==> src/rtl/mag_cmp_8bit.sv <==
// 8-bit unsigned magnitude comparator with 7485-style g/e/l cascade inputs.
// Two cascaded 4-bit stages feed a single rank of result flops.
module mag_cmp_8bit (
   input  logic clk,
   input  logic rst,
   input  logic a0,
   input  logic a1,
   input  logic a2,
   input  logic a3,
   input  logic a4,
   input  logic a5,
   input  logic a6,
   input  logic a7,
   input  logic b0,
   input  logic b1,
   input  logic b2,
   input  logic b3,
   input  logic b4,
   input  logic b5,
   input  logic b6,
   input  logic b7,
   input  logic g,
   input  logic e,
   input  logic l,
   output logic gt,
   output logic eq,
   output logic lt
);

   logic [7:0] a_vec;
   logic [7:0] b_vec;
   logic       lo_gt, lo_eq, lo_lt;
   logic       gt_d, eq_d, lt_d;
   logic       gt_q, eq_q, lt_q;

   assign a_vec = {a7, a6, a5, a4, a3, a2, a1, a0};
   assign b_vec = {b7, b6, b5, b4, b3, b2, b1, b0};

   // One 7485 stage; an equal nibble defers to the cascade, with e dominant.
   function automatic logic [2:0] cmp_stage(
      input logic [3:0] a_nib,
      input logic [3:0] b_nib,
      input logic       c_gt,
      input logic       c_eq,
      input logic       c_lt
   );
      logic [2:0] res;
      if (a_nib > b_nib)
         res = 3'b100;
      else if (a_nib < b_nib)
         res = 3'b001;
      else
         res = {c_gt & ~c_eq, c_eq, c_lt & ~c_eq};
      return res;
   endfunction

   always_comb begin
      {lo_gt, lo_eq, lo_lt} = cmp_stage(a_vec[3:0], b_vec[3:0], g, e, l);
      {gt_d, eq_d, lt_d}    = cmp_stage(a_vec[7:4], b_vec[7:4], lo_gt, lo_eq, lo_lt);
   end

   always_ff @(posedge clk or posedge rst) begin
      if (rst) begin
         gt_q <= 1'b0;
         eq_q <= 1'b0;
         lt_q <= 1'b0;
      end else begin
         gt_q <= gt_d;
         eq_q <= eq_d;
         lt_q <= lt_d;
      end
   end

   assign gt = gt_q;
   assign eq = eq_q;
   assign lt = lt_q;

endmodule

==> config.mk <==
export PLATFORM = sky130hd
export DESIGN_NAME = mag_cmp_8bit
export DESIGN_NICKNAME = d
export VERILOG_FILES = /design/src/rtl/mag_cmp_8bit.sv
export SDC_FILE = /design/constraint.sdc
export NUM_CORES = 1
export LEC_CHECK = 0
export BUFFER_PORTS_ARGS = -buffer_cell sky130_fd_sc_hd__buf_2
export CORE_AREA = 2 2 39 41
export CTS_CLUSTER_SIZE = 24
export DETAILED_ROUTE_END_ITERATION = 8
export DIE_AREA = 0 0 41 43
export SLEW_MARGIN = 25
export SYNTH_ARGS = -nofsm -noshare
export SYNTH_HDL_FRONTEND = slang
export SYNTH_SLANG_ARGS = --single-unit
==> constraint.sdc <==
create_clock -name clk -period 0.8 [get_ports clk]
set_input_delay 0.08 -clock clk [delete_from_list [all_inputs] [get_ports clk]]
set_output_delay 0.08 -clock clk [all_outputs]
set_load 0.02 [all_outputs]
==> impl_summary.txt <==
----------------------------------------------------
[Finish]
  Most frequent cells in the layout ... 12 x buf_2, 8 x ha_4, 8 x buf_6
  Leading cell type in the layout, fill and taps excluded ... buf_2
  Post-layout utilization of the core ... 0.5344
  Net count of the finished layout ... 98
  Number of fill cells ... 133
  Area overhead of the layout relative to synthesis ... 129.1%
  Number of antenna diodes ... 0
  Proportion of layout cells with a drive suffix above 1 ... 0.7206

[Logic synthesis]
  Mapped cell area ... 322.8 um2
  Post-Syn Instances ... 39
  Sequential fraction of the synthesis area ... 0.2326
  Flip-flop and latch count after synthesis ... 3
  Average cell area after synthesis ... 8.277 um2
  Total nets after synthesis ... 68
  Number of distinct library cell variants in the gate-level netlist after synthesis ... 12
  Yosys Warn Count ... 0

[Outcome]
  Violated checks ... negative setup slack
  Result of the run ... finished with violations

[Drt]
  Number of nets still failing antenna checks after routing ... 0
  Total number of vias ... 372
  DRC violation count after routing ... 0
  Mean number of vias per cell ... 4.429
  Detailed Route WL ... 777 um
  WL per Instance ... 9.250 um
  Count of routing violations after the opening detailed-route iteration ... 0
  Detailed-router iteration count before antenna repair ... 1

[Die]
  Number of top-level pins ... 24
  Site row count ... 14
  Vertical die dimension ... 43 um
  Initial cell density of the core ... 0.2333
  Area of the placeable core ... 1384 um2
  Die width ... 41 um
  Total die area ... 1763 um2

[Placed design]
  Worst setup timing slack at the placement stage ... -0.3068 ns
  Estimated wirelength of the detail-placed design ... 601.8 um
  Number of port buffers ... 23
  Last weighted congestion value of the routability-driven placer ... 0.6066

[STA]
  Post-layout min period ... 0.8057 ns
  Measured slew at the worst slew-check pin ... 0.1680 ns
  Hold WS ... 0.1382 ns
  Final Max Tran Viols ... 0
  Unrepaired setup endpoints after global routing ... true
  Fin worst setup slack ... -0.005654 ns
  Number of endpoints failing setup at the final stage ... 3
  Final Hold Viols ... 0
  Fmax ... 1241 MHz
  Worst slew margin relative to its limit ... 0.8875
  Period utilization ... 1.007

[Setup path]
  CP arrival ... 0.73 ns
  Worst Setup Start Kind ... flip-flop
  Worst path slowest cell ... dfrtp_1
  Req. time, crit path ... 0.72 ns
  Worst setup path startpoint ... lt$_DFF_PP0_
  Cells along the critical path ... buf_6
  Buf/Inv on CP ... 1
  Largest stage delay on the critical path ... 0.36 ns
  Classification of the worst setup path ... flip-flop to primary output
  Crit path capture type ... primary output
  Worst-path fanout max ... 1
  Family with the most delay on the worst path ... flip-flops

[GRT]
  Overflow left after global routing ... 0
  Via count of the first global-routing pass ... 372
  Number of antenna violations at the first check in global routing ... 0
  Wire length of the first global-routing pass ... 1297 um
  Global-route usage over all layers ... 0.1102
  Pin count of the biggest net entering global routing ... 4

[Clocking]
  Number of buffers created by CTS ... 3
  TritonCTS clock tree ... yes
  Clock Tree Root ... clkbuf_4
  Worst-path clk slew ... 0.04 ns
  CTS sink cnt ... 3
  Number of H-tree branching levels ... 1
  Maximum buffer depth of the clock tree ... 2

[Worst hold path]
  Launch point of the worst hold path ... l
  Hold Crit Class ... input pin to flip-flop

[Power and ir drop]
  Pwr Density ... 1108 nW/um2
  Worst vdd ir ... 421.6 uV
  Leakage ... 0.3476 nW

[Run]
  Max_cap viols ... 0

----------------------------------------------------
[what timing repair did]
action / CTS / global route
pin swaps: 5 / 7
hold endpoints to repair: 3 / 0
setup endpoints to repair: 6 / 6
buffers inserted: 1 / 0
gates cloned: 0 / 0
resized for setup: 18 / 10
hold buffers: 1 / 0
[state kept, by name (all words and copies together) (netlist names)]
name	flops
eq	1
gt	1
lt	1
[final timing paths]
path / to / slack [ns] / depth (start not counted)
setup / recovery: lt / -0.006 / 1
max in group asynchronous: eq$_DFF_PP0_ / 0.42 / 3
min in group asynchronous: gt$_DFF_PP0_ / 0.25 / 3
hold / removal: lt$_DFF_PP0_ / 0.14 / 3
[per-stage QoR]
stage	setup TNS, ns	cell area [um2]	std cells	power, W
CTS	-0.09884	690.7	84	0.0007880
floorplan	-0.1958	439.2	39	0.0003442
detailed placement	-0.8342	574.3	78	0.0004492
global placement	-0.7839	574.3	78	0.0004437
finish	-0.01077	739.5	84	0.0008190
global route	-0.2134	739.5	84	0.0008850
[cell type report]
cell class	instances	area [um2]	area share
inverter	12	65.06	0.08799
sequential	3	75.07	0.1015
clock buffer	4	26.28	0.03553
tap	16	20.02	0.02707
multi-input combinational	24	340.3	0.4602
timing repair buffer	25	212.7	0.2876
[cell usage after synthesis]
library cell  count  area (um2)
a21oi_1           4       20.02
and4_1            1       8.760
dfrtp_1           3       75.07
ha_1              8       100.1
inv_1            12       45.04
nand2_1           3       11.26
nand3b_1          1       7.510
nand4_2           1       12.51
nor3_2            1       10.01
o211a_1           1       10.01
o211ai_1          1       7.510
o21ai_1           3       15.01
[where the power goes]
group / switching (W) / internal (W) / total [W] / leakage, nW
sequential: 0.00000571 / 0.000167 / 0.000172 / 0.0373
combinational: 0.000166 / 0.000211 / 0.000377 / 0.295
clock: 0.0000821 / 0.000187 / 0.000269 / 0.0150
total: 0.000254 / 0.000565 / 0.000819 / 0.348
[layer usage]
metal / global-route usage / routed length, um / vias up
met2: 0.1969 / 447 / 13
met1: 0.09265 / 266 / 170
met4: 0.1000 / 15 / 0
met5: 0 / 0 / -
li1: - / - / 187
met3: 0.01571 / 47 / 2
[logic make-up after synthesis]
kind of cell    share of synthesized area
flops                              0.2326
simple gates                       0.1550
buf+inv                            0.1395
fa+ha+maj                          0.3101
compound gates                     0.1628
(Power assumes the default switching activity.)
